$ cat src/rtl/swap_undo.sv
// Adjacent-swap permutation engine with a LIFO undo log.
// Swaps are logged as their clamped index and replayed in reverse to restore identity.
module swap_undo #(
   parameter int K     = 3,
   parameter int Nm1   = 7,
   parameter int DEPTH = 16,
   parameter int LW    = 5
) (
   input  logic                 clock,
   input  logic                 reset,
   input  logic                 swap_valid,
   input  logic [K-1:0]         swap_idx,
   output logic                 swap_ready,
   input  logic                 undo_req,
   output logic                 busy,
   output logic                 done,
   output logic [LW-1:0]        log_count,
   output logic                 identity,
   output logic [(Nm1+1)*K-1:0] x_out
);

   localparam int AW = LW - 1;
   localparam logic [K-1:0] TOP = K'(Nm1);

   typedef enum logic {IDLE, UNDO} state_t;

   state_t       state;
   logic [K-1:0] x       [0:Nm1];
   logic [K-1:0] log_mem [0:DEPTH-1];

   logic          accept;
   logic [AW-1:0] push_addr;
   logic [AW-1:0] top_addr;
   logic [K-1:0]  cmd_p;
   logic [K-1:0]  sel_p;
   logic [K-1:0]  sel_m;

   function automatic logic [K-1:0] clamp(input logic [K-1:0] i);
      return (i >= TOP) ? TOP : i;
   endfunction

   assign swap_ready = (state == IDLE) && !undo_req && (log_count < LW'(DEPTH));
   assign accept     = swap_valid && swap_ready;
   assign cmd_p      = clamp(swap_idx);
   assign push_addr  = log_count[AW-1:0];
   // Wraps to DEPTH-1 when the log is full, which is exactly the top entry.
   assign top_addr   = push_addr - 1'b1;
   assign sel_p      = (state == UNDO) ? log_mem[top_addr] : cmd_p;
   assign sel_m      = (sel_p == '0) ? TOP : sel_p - 1'b1;

   // NOTE: the log is plain storage guarded by log_count, so it carries no reset.
   always_ff @(posedge clock) begin
      if (accept)
         log_mem[push_addr] <= cmd_p;
   end

   // NOTE: non-blocking assignments let both halves of a swap read the pre-edge array.
   always_ff @(posedge clock) begin
      if (reset) begin
         state     <= IDLE;
         busy      <= 1'b0;
         done      <= 1'b0;
         log_count <= '0;
         for (int j = 0; j <= Nm1; j++)
            x[j] <= K'(j);
      end else begin
         done <= 1'b0;
         unique case (state)
            IDLE: begin
               if (undo_req) begin
                  if (log_count != '0) begin
                     state <= UNDO;
                     busy  <= 1'b1;
                  end else begin
                     done <= 1'b1;
                  end
               end else if (accept) begin
                  x[sel_p]  <= x[sel_m];
                  x[sel_m]  <= x[sel_p];
                  log_count <= log_count + 1'b1;
               end
            end
            UNDO: begin
               x[sel_p]  <= x[sel_m];
               x[sel_m]  <= x[sel_p];
               log_count <= log_count - 1'b1;
               if (log_count == LW'(1)) begin
                  state <= IDLE;
                  busy  <= 1'b0;
                  done  <= 1'b1;
               end
            end
            default: state <= IDLE;
         endcase
      end
   end

   // NOTE: the default assignment up front keeps this purely combinational.
   always_comb begin
      identity = 1'b1;
      for (int j = 0; j <= Nm1; j++)
         if (x[j] != K'(j))
            identity = 1'b0;
   end

   for (genvar g = 0; g <= Nm1; g++) begin : g_flat
      assign x_out[g*K +: K] = x[g];
   end

endmodule

$ cat config.mk
export PLATFORM = sky130hd
export DESIGN_NAME = swap_undo
export DESIGN_NICKNAME = d
export VERILOG_FILES = /design/src/rtl/swap_undo.sv
export SDC_FILE = /design/constraint.sdc
export NUM_CORES = 1
export LEC_CHECK = 0
export ABC_AREA = 0
export BUFFER_PORTS_ARGS = -buffer_cell sky130_fd_sc_hd__buf_2
export CELL_PAD_IN_SITES_DETAIL_PLACEMENT = 0
export CELL_PAD_IN_SITES_GLOBAL_PLACEMENT = 1
export CORE_UTILIZATION = 50
export CTS_BUF_LIST = sky130_fd_sc_hd__clkbuf_8
export CTS_CLUSTER_SIZE = 24
export DETAILED_ROUTE_END_ITERATION = 10
export PLACE_DENSITY_LB_ADDON = 0.1
export SLEW_MARGIN = 15
export SYNTH_ARGS = -nofsm -noshare
export SYNTH_HDL_FRONTEND = slang
export SYNTH_SLANG_ARGS = --single-unit
$ cat constraint.sdc
create_clock -name clock -period 6.3 [get_ports clock]
set_clock_uncertainty 0.2 [all_clocks]
set_input_delay 1.89 -clock clock [delete_from_list [all_inputs] [get_ports clock]]
set_output_delay 1.89 -clock clock [all_outputs]
set_load 0.01 [all_outputs]
# Word level (Yosys, flattened, before mapping)
# Memory sizes are Yosys's and may differ from the RTL's.
# Index checks and enable logic that the tools add are counted.
[totals]
inputBits = 7
mem_count = 2
reg_bits = 8
output_inout_bits = 33
rom_bits = 0
latchBits = 0
ram_bits = 72
elab_cells = 84
[memory_table]
columns = ["memory", "words", "width", "read_ports", "rd_clocked_by_memory_dff", "write_ports", "line", "text"]
rows = [
  ["log_mem", 16, 3, 1, 0, 1, "29", "logic [K-1:0] log_mem [0:DEPTH-1];"],
  ["x", 8, 3, 10, 0, 8, "28", "logic [K-1:0] x [0:Nm1];"],
]
[op_classes]
n_div = 0
magnitude_cmp = 2
n_reduce_logical = 11
eq_ne = 13
n_mux = 45
addsub = 4
n_bitwise = 3
mul = 0
n_shift = 0
[ops]
columns = ["operator", "n"]
rows = [
  ["1-bit 2-to-1 mux", 30],
  ["3-bit 2-to-1 mux", 9],
  ["3-bit != test, second input constant", 4],
  ["5-bit 2-to-1 mux", 2],
  ["5-bit case mux with 2 select lines", 1],
  ["2-bit != test, second input constant", 3],
  ["3-bit by 2-bit != test with 1-bit output, second input constant", 2],
  ["1-bit case mux with 2 select lines", 3],
  ["3-bit OR reduction", 2],
  ["5-bit by 1-bit adder with 5-bit output, second input constant", 1],
  ["5-bit by 1-bit equality test with 1-bit output, second input constant", 1],
  ["5-bit < comparator, second input constant", 1],
  ["5-bit nonzero test", 1],
  ["5-bit by 1-bit subtractor with 5-bit output, second input constant", 1],
  ["2-bit by 1-bit != test with 1-bit output, second input constant", 2],
  ["4-bit by 1-bit subtractor with 4-bit output, second input constant", 1],
  ["3-bit >= comparator, second input constant", 1],
  ["1-bit logical AND", 3],
  ["3-bit zero test", 1],
  ["3-bit by 1-bit != test with 1-bit output, second input constant", 1],
  ["3-bit AND reduction", 1],
  ["3-bit nonzero test", 1],
  ["3-bit by 1-bit subtractor with 3-bit output, second input constant", 1],
  ["1-bit bitwise OR", 2],
  ["other kinds (3)", 3],
]

# Longest topological paths before layout
[logic_depth]
word_depth = 12
depth_mapped = 19
depth_no_buf = 13

# Worst setup path after synthesis
# Ideal clock, no wire load.
[synth_timing]
kind = "input to register"
startpoint = "input swap_idx[0]"
endpoint = "memory x[7][1], data pin"
path_stages = 13
arrival_ps = 4599
slack_ps = 1230
n_path_buf = 4
t_required_ps = 5829
setup_time_ps = 271
cell_sequence = "clkbuf_1 > nor2_1 > a31o_1 > buf_6 > buf_6 > buf_4 > ha_1 > or3_1 > a211oi_1 > a211oi_4 > mux4_2 > nor3_1 > a21oi_1"
[synth_lines]
columns = ["element", "line", "text"]
rows = [
  ["from (decl)", "12", "input logic [K-1:0] swap_idx,"],
  ["to (decl)", "28", ""],
]

==> reports/qor.csv <==
metric;value;unit
status;complete, no violations;
GRT Resource Usage Total;25.35;%
Layout fillers;706;
vias in the first global route;2915;
register area share after synthesis;52.92;%
flops & latches, synth;80;
NumNets Final;401;
Crit Path Class;register to register;
CTS tree;done;
Post-synth top flop;edfxtp_1;
clock period minus worst slack;4912;ps
cts hold-fix bufs;0;
Post-synth EDFFs;72;
final hold vios;0;
DRC errors left;0;
# rows;33;
ANT nets after route;0;
Root Buffer Master;clkbuf_8;
crit path capture type;register;
wire length per cell;21.30;um
most common cell after layout, fill and taps aside;edfxtp_1;
Post-Syn Nets;371;
highest clock rate;203.6;MHz
Core Box Area;8341;um^2
chip width;95.68;um
Int Power;1.414;mW
CP endpoint;x[5][2]$_DFFE_PP_;
period utilization;77.97;%
Slew HR;31.92;%
syn avg cell area;12.29;um^2
synthesized area;4388;um^2
pin slew with the least headroom to its limit;1018;ps
min-delay worst type;register to register;
crit path DAT;4790;ps
Synth cell types;60;
first-pass GRT wire length;16.68;mm
crit path launch type;register;
CP startpoint;log_count[0]$_SDFFE_PP0P_;
1st-iter DRT viols;315;
post-CTS resize count;0;
final core area utilization;58.01;%
clk_lat worst skew;360;ps
Hold Path Depth;2;
Comb pwr share;55.0;%
CTS sink count;80;
clock buffer depth;2;
Sw Pwr;1.130;mW
GR Overflow Total;0;
clock buffer count from CTS;9;
Clock power frac;17.2;%
cell total after placement;481;
Seq pwr share;27.8;%
# Max-Cap Violations;0;
Post-Route Setup TNS;0;ps
gpl congestion;0.8384;
yosys warns;0;
Synth-to-Final Area Change;10.27;%
Yosys top cell area share;49.27;%
initial antenna violation count;0;
port bufs;39;
hpwl dp;7.596;mm
clock transition at the registers of the reported paths;80;ps
Post-Syn Instances;357;
Static Leak;1.642;nW
vias per cell;6.425;
R2R depth;12;
fin cells;497;
htree depth;3;
largest net degree at the start of global routing;32;
Cell Pwr Density;525.7;nW/um^2
fraction of layout cells with a size suffix above 1;24.49;%
die area;9155;um^2
critical path fanouts, max;17;
Area contributors post-synth;edfxtp_1 49%, mux4_2 7.7%, nor2_1 4.0%, dfxtp_1 3.6%, mux2_2 3.1%;
RR Endpoint;x[5][2]$_DFFE_PP_;
Worst R2R Setup Slack;1390;ps
sw frac;44.42;%
reg2reg start;log_count[0]$_SDFFE_PP0P_;
Pins Over Slew Limit;0;
# Post-CTS Setup Buffers;0;
RSZ-0062 raised after global routing;no;
ant diodes;0;
peak supply drop;0.3161;mV
most frequent cells in the layout;72 x edfxtp_1, 47 x nor2_1, 39 x buf_2;
IO Pins;40;
Vias;3193;
DRT Pass-1 Iters;5;
cell taking the most area after synthesis;edfxtp_1;
Total Wirelength;10.59;mm
Post-synth ARST share;0;%
Starting Density;52.61;%
WP data required;6170;ps
final setup violation count;0;
die height;95.68;um
cells in the mapped netlist, drive strengths merged (4+ instances only):
master / count
a21oi: 11
edfxtp: 72
mux2i: 13
xnor2: 4
clkbuf: 15
inv: 5
nand2: 25
o21ai: 6
nor2b: 4
ha: 7
buf: 8
mux4: 15
nand3: 8
a211oi: 5
dfxtp: 8
nand2b: 8
nor2: 47
nor3: 7
or3: 10
o22ai: 9
a22oi: 9
mux2: 13
a31oi: 5
power by group through the flow:
stage,combinational [mW],sequential (mW),clock [mW]
CTS,1.39,0.707,0.441
global route,1.54,0.714,0.460
detailed placement,1.38,0.719,0
floorplan,1.07,0.718,0
global placement,1.38,0.718,0
finish,1.40,0.707,0.438
worst max-delay path, cell delays in order, from the launching register on:
cell     delay [ps]
dfxtp_1         320
buf_4           230
nor3_2          260
xor2_1          820
mux2i_1         540
a21oi_1         170
ha_1            660
o21ai_0         170
a31oi_1         260
a22oi_1         110
a31o_2          240
a41oi_2         480
a22oi_1         170
state kept, by name, summed over array words and instances, names as in the netlist:
name / count
done: 1
log_mem: 48
busy: 1
log_count: 5
x: 24
state: 1
stage by stage:
| step | cell area (um^2) | hold WS, ps | worst slack [ps] | total power, mW |
|---|---|---|---|---|
| detailed placement | 4608 | 284.8 | 1263 | 2.100 |
| CTS | 4838 | 304.8 | 1409 | 2.538 |
| floorplan | 4388 | 323.6 | 1230 | 1.785 |
| finish | 4838 | 297.8 | 1388 | 2.544 |
| global route | 4838 | 354.2 | 1039 | 2.710 |
| global placement | 4608 | 271.7 | 1318 | 2.096 |
worst min-delay path by stage:
| stage | from | to | slack [ps] |
|---|---|---|---|
| after floorplan | busy$_SDFFE_PP0P_ | busy$_SDFFE_PP0P_ | 320 |
| after global placement | busy$_SDFFE_PP0P_ | busy$_SDFFE_PP0P_ | 270 |
| after detailed placement | busy$_SDFFE_PP0P_ | busy$_SDFFE_PP0P_ | 280 |
| after CTS | busy$_SDFFE_PP0P_ | busy$_SDFFE_PP0P_ | 300 |
| after global routing | busy$_SDFFE_PP0P_ | busy$_SDFFE_PP0P_ | 350 |
| final | busy$_SDFFE_PP0P_ | busy$_SDFFE_PP0P_ | 300 |
layer usage:
metal / global-route usage [%] / vias to the layer above / wire, um
met4: 7.090 / 0 / 110
met5: 0 / - / 0
met1: 41.65 / 1610 / 5157
met3: 4.705 / 11 / 835
met2: 33.57 / 134 / 4484
li1: - / 1438 / -
kinds of logic (layout without fill, tap and decap cells):
group,Yosys count,count (layout),share of synthesized area (%)
AO/OA/AOI/OAI,67,67,11.43
AND/OR/NAND/NOR,129,129,14.49
flip-flops,80,80,52.92
adder cells (fa/ha/maj),7,7,1.996
multiplexers,41,41,14.37
XOR/XNOR,5,5,1.426
buffers and inverters,28,63,3.364
layout make-up:
class                   instances  area [um^2]  area share (%)
clock inverters                 7        106.4           2.198
clock buffers                   9        123.9           2.560
inverters                       5        18.77          0.3879
repair buffers                 42        217.7           4.500
multi-input cells             249         1918           39.64
flip-flops and latches         80         2322           48.00
well taps                     105        131.4           2.715
Power figures use the tool's default switching activity.
